File: config.mk
export PLATFORM = sky130hd
export DESIGN_NAME = button_event_scheduler
export DESIGN_NICKNAME = d
export VERILOG_FILES = /design/src/rtl/button_event_scheduler.sv
export SDC_FILE = /design/constraint.sdc
export NUM_CORES = 1
export LEC_CHECK = 0
export ABC_AREA = 0
export CAP_MARGIN = 20
export CORE_ASPECT_RATIO = 1.5
export CORE_UTILIZATION = 35
export DETAILED_ROUTE_END_ITERATION = 12
export SYNTH_ARGS = -nofsm -noshare
export SYNTH_HDL_FRONTEND = slang
export SYNTH_SLANG_ARGS = --single-unit
File: constraint.sdc
create_clock -name clk -period 6.7 [get_ports clk]
set_clock_uncertainty 0.2 [all_clocks]
set_input_delay 1.34 -clock clk [delete_from_list [all_inputs] [get_ports clk]]
set_output_delay 1.34 -clock clk [all_outputs]
set_load 0.01 [all_outputs]
File: src/rtl/button_event_scheduler.sv
// Debounces 4 direct + 8 encoded buttons and queues one event per press,
// granting pending lines round-robin into a small FIFO.
module button_event_scheduler #(
  parameter int DEBOUNCE_CYCLES = 16,
  parameter int FIFO_DEPTH      = 4
) (
  input  logic        clk,
  input  logic        reset_n,
  input  logic [7:0]  b_in,
  input  logic        evt_ready,
  input  logic        clr_overflow,
  output logic        evt_valid,
  output logic [3:0]  evt_code,
  output logic [11:0] pressed,
  output logic        overflow
);

  localparam int           NL      = 12;
  localparam int           AW      = $clog2(FIFO_DEPTH);
  localparam logic [7:0]   CNT_MAX = 8'(DEBOUNCE_CYCLES - 1);
  localparam logic [AW:0]  DEPTH_C = (AW + 1)'(FIFO_DEPTH);

  logic [7:0]    sync1_q, sync1_d;
  logic [7:0]    sync2_q, sync2_d;
  logic [7:0]    cnt_q [NL];
  logic [7:0]    cnt_d [NL];
  logic [NL-1:0] pressed_q, pressed_d;
  logic [NL-1:0] rise_q, rise_d;
  logic [NL-1:0] pending_q, pending_d;
  logic [3:0]    last_grant_q, last_grant_d;
  logic [3:0]    mem_q [FIFO_DEPTH];
  logic [3:0]    mem_d [FIFO_DEPTH];
  logic [AW-1:0] rd_ptr_q, rd_ptr_d;
  logic [AW-1:0] wr_ptr_q, wr_ptr_d;
  logic [AW:0]   count_q, count_d;
  logic          overflow_q, overflow_d;

  logic [NL-1:0] raw;
  logic [NL-1:0] grant_mask;
  logic [3:0]    grant_idx;
  logic          grant_any, grant, pop, full, empty, ovf_set;

  always_comb begin
    sync1_d = b_in;
    sync2_d = sync1_q;

    raw[3:0] = sync2_q[3:0];
    for (int k = 0; k < 8; k++) begin
      raw[4+k] = sync2_q[7] && (sync2_q[6:4] == 3'(k));
    end

    // A line toggles only after DEBOUNCE_CYCLES consecutive mismatching samples.
    for (int i = 0; i < NL; i++) begin
      cnt_d[i]     = cnt_q[i];
      pressed_d[i] = pressed_q[i];
      rise_d[i]    = 1'b0;
      if (raw[i] == pressed_q[i]) begin
        cnt_d[i] = 8'd0;
      end else if (cnt_q[i] == CNT_MAX) begin
        pressed_d[i] = ~pressed_q[i];
        rise_d[i]    = ~pressed_q[i];
        cnt_d[i]     = 8'd0;
      end else begin
        cnt_d[i] = cnt_q[i] + 8'd1;
      end
    end

    empty = (count_q == '0);
    full  = (count_q == DEPTH_C);
    pop   = !empty && evt_ready;

    grant_any = 1'b0;
    grant_idx = 4'd0;
    for (int off = 1; off <= NL; off++) begin
      if (!grant_any && pending_q[(int'(last_grant_q) + off) % NL]) begin
        grant_any = 1'b1;
        grant_idx = 4'((int'(last_grant_q) + off) % NL);
      end
    end
    grant      = grant_any && (!full || pop);
    grant_mask = grant ? (NL'(1) << grant_idx) : '0;

    // A new press on a line whose pending bit is being granted this cycle is
    // a fresh event, not a merge.
    ovf_set    = |(rise_q & pending_q & ~grant_mask);
    overflow_d = ovf_set ? 1'b1 : (clr_overflow ? 1'b0 : overflow_q);

    pending_d    = (pending_q & ~grant_mask) | rise_q;
    last_grant_d = grant ? grant_idx : last_grant_q;

    mem_d = mem_q;
    if (grant) begin
      mem_d[wr_ptr_q] = grant_idx;
    end
    wr_ptr_d = wr_ptr_q + AW'(grant);
    rd_ptr_d = rd_ptr_q + AW'(pop);
    count_d  = count_q + (AW + 1)'(grant) - (AW + 1)'(pop);
  end

  always_ff @(posedge clk or negedge reset_n) begin
    if (!reset_n) begin
      sync1_q      <= '0;
      sync2_q      <= '0;
      cnt_q        <= '{default: '0};
      pressed_q    <= '0;
      rise_q       <= '0;
      pending_q    <= '0;
      last_grant_q <= 4'd11;
      mem_q        <= '{default: '0};
      rd_ptr_q     <= '0;
      wr_ptr_q     <= '0;
      count_q      <= '0;
      overflow_q   <= 1'b0;
    end else begin
      sync1_q      <= sync1_d;
      sync2_q      <= sync2_d;
      cnt_q        <= cnt_d;
      pressed_q    <= pressed_d;
      rise_q       <= rise_d;
      pending_q    <= pending_d;
      last_grant_q <= last_grant_d;
      mem_q        <= mem_d;
      rd_ptr_q     <= rd_ptr_d;
      wr_ptr_q     <= wr_ptr_d;
      count_q      <= count_d;
      overflow_q   <= overflow_d;
    end
  end

  assign evt_valid = !empty;
  assign evt_code  = mem_q[rd_ptr_q];
  assign pressed   = pressed_q;
  assign overflow  = overflow_q;

endmodule

## Word-level counts from Yosys, hierarchy flattened

Index checks and enable logic that the tools add are counted.

- Word-level logic and storage cells: 325
- Bits in registers: 176
- Output and inout bits: 18

- Bitwise gates (word level): 31
- Muxes and demuxes: 117
- Divide/modulo/power cells: 12
- $lt $le $gt $ge: 15
- Shifts and indexed selects: 1
- Add/sub/neg operators: 28
- Equality and inequality tests: 32
- Reductions and logical operators: 52

Operators by type and width:

| operator | count |
|---|---|
| $lt 32x6->1 const B | 12 |
| $mod 32x5->32 const B | 12 |
| $mux 8 | 24 |
| $add 8x1->8 const B | 12 |
| $eq 8x4->1 const B | 12 |
| $mux 1 | 62 |
| $mux 4 | 15 |
| $bmux 1 s4 | 12 |
| $and 12x12->12 | 3 |
| $add 4x4->5 const B | 5 |
| $not 1->1 | 24 |
| $reduce_and 2->1 | 12 |
| $logic_and 1x1->1 | 22 |
| $add 4x3->5 const B | 4 |
| $bwmux 16 | 1 |
| $eq 3x3->1 const B | 5 |
| $logic_not 1->1 | 13 |
| $eq 1x1->1 | 12 |
| $mux 12 | 1 |
| $not 12->12 | 1 |
| $or 12x12->12 | 1 |
| $reduce_or 12->1 | 1 |
| $shl 1x4->12 const A | 1 |
| $add 4x2->5 const B | 2 |
| other kinds (14) | 19 |

## Longest topological paths before layout

- Depth in word-level cells: 45
- Mapped depth: 24
- Gate-level depth less buffers: 20

## Worst setup path before layout

Ideal clock, no wire load.

- Kind: register to register
- Start point: reg last_grant_q[1]
- End point: reg count_q[2]
- Setup time: 125 ps
- Cell stages (with the launch flop): 23
- Path slack: 1010 ps
- Required time: 6375 ps
- Arrival: 5365 ps
- Path buffers: 3
- Path through: dfstp_2 -> buf_2 -> buf_1 -> inv_1 -> ha_1 -> a21oi_2 -> xnor2_1 -> ha_1 -> nand2b_1 -> nand3_1 -> o31ai_1 -> a221oi_2 -> or4b_4 -> nor4_2 -> a31o_2 -> clkbuf_1 -> ha_1 -> inv_1 -> ha_1 -> inv_1 -> fa_1 -> xnor2_1 -> xnor2_1

- Cells in the longest elaborated chain, start to end: 42
- Elaborated cells between the ends (all ways): 97
- Those cells by class: add/sub (14); div (12); mux (48); reduce/logical (23)

RTL lines:

| element | line | text |
|---|---|---|
| start: declaration | 30 | `logic [3:0] last_grant_q, last_grant_d;` |
| start signal: assignment | 121 | `last_grant_q <= last_grant_d;` |
| $add 4x1->5 | 75 | `if (!grant_any && pending_q[(int'(last_grant_q) + off) % NL]) begin` |
| $mod 32x5->32 | 75 |  |
| $bmux 1 s4 | 75 |  |
| $mux 1 (implied by the code) (2 in a row) | 75 |  |
| $mux 1 | 75 |  |
| $logic_not 1->1 | 75 |  |
| $logic_and 1x1->1 | 75 |  |
| $mux 1 | 75 |  |
| (+26 left out) | n/a |  |
| $mux 1 | 75 |  |
| $logic_not 1->1 | 75 |  |
| $logic_and 1x1->1 | 75 |  |
| $mux 1 (*) | 75 |  |
| $logic_and 1x1->1 (*) | 80 | `grant = grant_any && (!full \|\| pop);` |
| $add 3x1->3 (*) | 97 | `count_d = count_q + (AW + 1)'(grant) - (AW + 1)'(pop);` |
| $sub 3x1->3 (*) | 97 |  |
| net count_d[2] | 35 | `logic [AW:0] count_q, count_d;` |
| end signal: assignment | 125 | `count_q <= count_d;` |
| end: declaration | 35 |  |

The timed path passes the listed nets; every way through them passes the cells marked *. The select of a mux whose other input is x is not followed.
A chain may end at the register's enable or synchronous reset.

## Worst setup path after layout

- Start point: reg last_grant_q[1]
- End point: reg overflow_q (netlist: overflow)

- Cells in the longest elaborated chain, start to end: 45
- Elaborated cells between the ends (all ways): 114
- Those cells by class: add/sub (12); div (12); shift (1); mux (62); bitwise (2); reduce/logical (25)

RTL lines:

| element | line | text |
|---|---|---|
| $add 4x1->5 | 75, 77 |  |
| $mod 32x5->32 | 75, 77 |  |
| $bmux 1 s4 | 75 |  |
| $mux 1 (implied by the code) (2 in a row) | 75 |  |
| $mux 1 | 75 |  |
| $logic_not 1->1 | 75 |  |
| $logic_and 1x1->1 | 75 |  |
| $mux 1 | 75 |  |
| (+28 left out) | n/a |  |
| $logic_and 1x1->1 | 75 |  |
| $mux 4 or $mux 1 (tied branches) | 75 |  |
| $shl 1x4->12 or $logic_and 1x1->1 (tied branches) | 81, 80 |  |
| $mux 12 (*) | 81 | `grant_mask = grant ? (NL'(1) << grant_idx) : '0;` |
| $not 12->12 (*) | 85 | `ovf_set = \|(rise_q & pending_q & ~grant_mask);` |
| $and 12x12->12 (*) | 85 |  |
| $reduce_or 12->1 (*) | 85 |  |
| $mux 1 or $reduce_bool 2->1 (tied branches) | n/a |  |
| end signal: assignment | 126 | `overflow_q <= overflow_d;` |
| end: declaration | 36 | `logic overflow_q, overflow_d;` |

Mark *: on every way between the ends. The rest lies on a longest branch, timed or not. The select of a mux whose other input is x is not followed.

==> impl_metrics.tcl <==
set metrics [dict create \
    grt_start_max_net_pins 177 \
    crit_family "compound AO/OA/AOI/OAI gates" \
    place_congestion 0.960 \
    wl_per_cell_um 16.1 \
    critPathCaptureType "register" \
    maxSlewViolCount 0 \
    timing.fmax_mhz 162 \
    finalPower_mw 3.86 \
    yosys_warnings 0 \
    crit_buf_inv 2 \
    p_leak_nw 5.05 \
    die_w_um 142 \
    routed_wl_um 23900 \
    tightest_slew_ps 988 \
    outcome "finished clean" \
    period_share_pct 91.9 \
    setup-tns-final_ps 0 \
    antenna_found_initial 0 \
    globalRouteOverflowTotal 0 \
    hold_buffers 0 \
    initial_core_util_pct 35.7 \
    vias 7937 \
    cts_buffer_depth 2 \
    row_count 76 \
    seq_area_frac_synth_pct 42.8 \
    worstPathArrival_ps 6260 \
    cts-resized-gates 0 \
    cts_made_buffers 17 \
    final_cell_mix "dfrtp_1 (173), nor2_1 (112), nand2_1 (91)" \
    critical_path_class "reg2reg" \
    drc 0 \
    fp.dieH_um 212 \
    min_period_ps 6160 \
    cts-root-buf "clkbuf_16" \
    drive_gt1_share_pct 11.1 \
    cp-start-kind "register" \
    synth-seq-cells 176 \
    viasPerCell 5.35 \
    pin_count 30 \
    grt_usage_pct 16.7 \
    nNetsFinal 1131 \
    avgSynthCellArea_um2 9.87 \
    rsz0062_at_grt "false" \
    clock_sinks 176 \
    finalSetupViolCount 0 \
    ys_async_sr_fraction_pct 100 \
    synth_nets 1094 \
    fillers 2802 \
    area.sequential_um2 4410 \
    clk_latency_ps 430 \
    core_area_um2 28800 \
    hold_viol_final 0 \
    hpwlAfterDp_um 17800 \
    htreeDepth 4 \
    peakVddDrop_mv 0.243 \
    drtIter0Drc 430 \
    grt_pass1_wl_um 39200 \
    area_growth_pct 13.0 \
    synth_area_um2 10300 \
    dp.cells 1451 \
    path_clk_slew_ps 70 \
    path_cells "inv_1 -> ha_1 -> a21oi_2 -> xnor2_1 -> clkinv_1 -> ha_1 -> nand2b_1 -> o211ai_1 -> nand4_1 -> or3b_2 -> o211ai_1 -> o311ai_0 -> a221oi_1 -> nor2_1 -> nor2_1 -> a31oi_1 -> a2111oi_2 -> nand3_1" \
    cts_tree "built" \
    cts_setup_buffers 0 \
    slew_headroom_pct 34.1 \
    fin_util_pct 40.4 \
    n_antenna_cell 0 \
    syn_inst 1043 \
    crit_required_ps 6800 \
    final_common_cell "dfrtp_1" \
    min_path_type "reg2reg" \
    multi_input_comb_area_um2 5690 \
    pwr_density_cell_nw_per_um2 332 \
    max_cap_viol_count 0 \
    io_buffers 29 \
    layout.cells.non_filler 1483 \
    crit_slowest_cell "dfstp_2" \
    ant_nets 0 \
    synth_cell_types 87 \
    synthFlopType "dfrtp_1" \
    synth_edf_count 0 \
    dr.pass1.iters 5 \
    slowest_delay_ps 790 \
    cp_max_fo 20 \
    grt_pass1_vias 7787 \
    dieArea_um2 30100 \
]
==> state kept, by name, summed over array words and instances, names as in the netlist <==
signal        flops
count_q           3
wr_ptr_q          2
rise_q           12
overflow          1
rd_ptr_q          2
mem_q            16
pressed          12
sync1_q           8
cnt_q            96
pending_q        12
sync2_q           8
last_grant_q      4
==> layout make-up <==
class                   count  area share [%]
multi-input cells         818            48.9
flip-flops and latches    176            37.9
well taps                 390            4.19
clock buffers              18            3.77
repair buffers             38            3.19
clock inverters            14            1.16
inverters                  29           0.935
==> Yosys cell counts, drive strengths merged (5+ instances only) <==
cell type,n,area share (%)
nand2b,26,1.6
mux4,15,3.3
nor2,112,4.1
ha,38,4.6
xnor2,44,3.8
xor2,60,5.1
a211oi,15,1.1
buf,11,0.61
nand2,91,3.3
a31oi,9,0.55
o21ai,51,2.5
a21boi,5,0.36
o211a,7,0.68
o22ai,6,0.36
a21o,8,0.66
o211ai,7,0.51
inv,26,0.95
nand4,6,0.36
or3,5,0.30
nor2b,16,0.97
nor3,20,0.97
a21oi,26,1.3
clkbuf,9,0.33
nor3b,11,0.80
nand3,56,2.7
nor4,17,1.1
mux2,24,2.6
dfrtp,173,42
nor4b,5,0.49
mux2i,6,0.58
and3,29,1.8
o21a,7,0.51
a311oi,5,0.43
or2,15,0.91
and2,11,0.67
==> per-layer routing <==
metal | global-route usage (%) | share of wire, % | up-vias
met5 | 0 | 0 | -
met4 | 10.7 | 5.6 | 0
met3 | 3.00 | 3.7 | 80
met2 | 30.1 | 52 | 191
met1 | 17.7 | 39 | 3835
li1 | - | - | 3831
==> worst paths after layout <==
kind                                  from      endpoint  slack, ps  depth (start not counted)
max reg2reg                last_grant_q[1]      overflow        540                         18
max in group asynchronous          reset_n  pending_q[4]       4710                          2
min reg2reg                     sync1_q[3]    sync2_q[3]        150                          0
min in group asynchronous          reset_n     cnt_q[83]        810                          2
min                             sync1_q[3]    sync2_q[3]        150                          0
max                        last_grant_q[1]      overflow        540                         18
==> power by group <==
part           switching (mW)  leakage (nW)  internal [mW]
Combinational            1.00          2.42          0.638
Sequential              0.114          2.36           1.16
Clock                   0.423         0.269          0.526
==> through the flow <==
stage	setup slack, ps	hold slack [ps]	cell area (um2)
floorplan	1010	131	10300
global placement	725	132	11100
detailed placement	597	135	11100
CTS	602	150	11600
global route	117	153	11600
finish	543	145	11600
==> cells by family (layout without fill, tap and decap cells) <==
logic type	count (synthesis)	count (layout)	synth area share, %
AND/OR/NAND/NOR	434	434	21.3
adder cells (fa/ha/maj)	39	39	4.81
flip-flops	176	176	42.8
buffers and inverters	49	99	1.99
multiplexers	45	45	6.49
XOR/XNOR	105	105	9.14
AO/OA/AOI/OAI	195	195	13.4
Power figures use the tool's default switching activity.
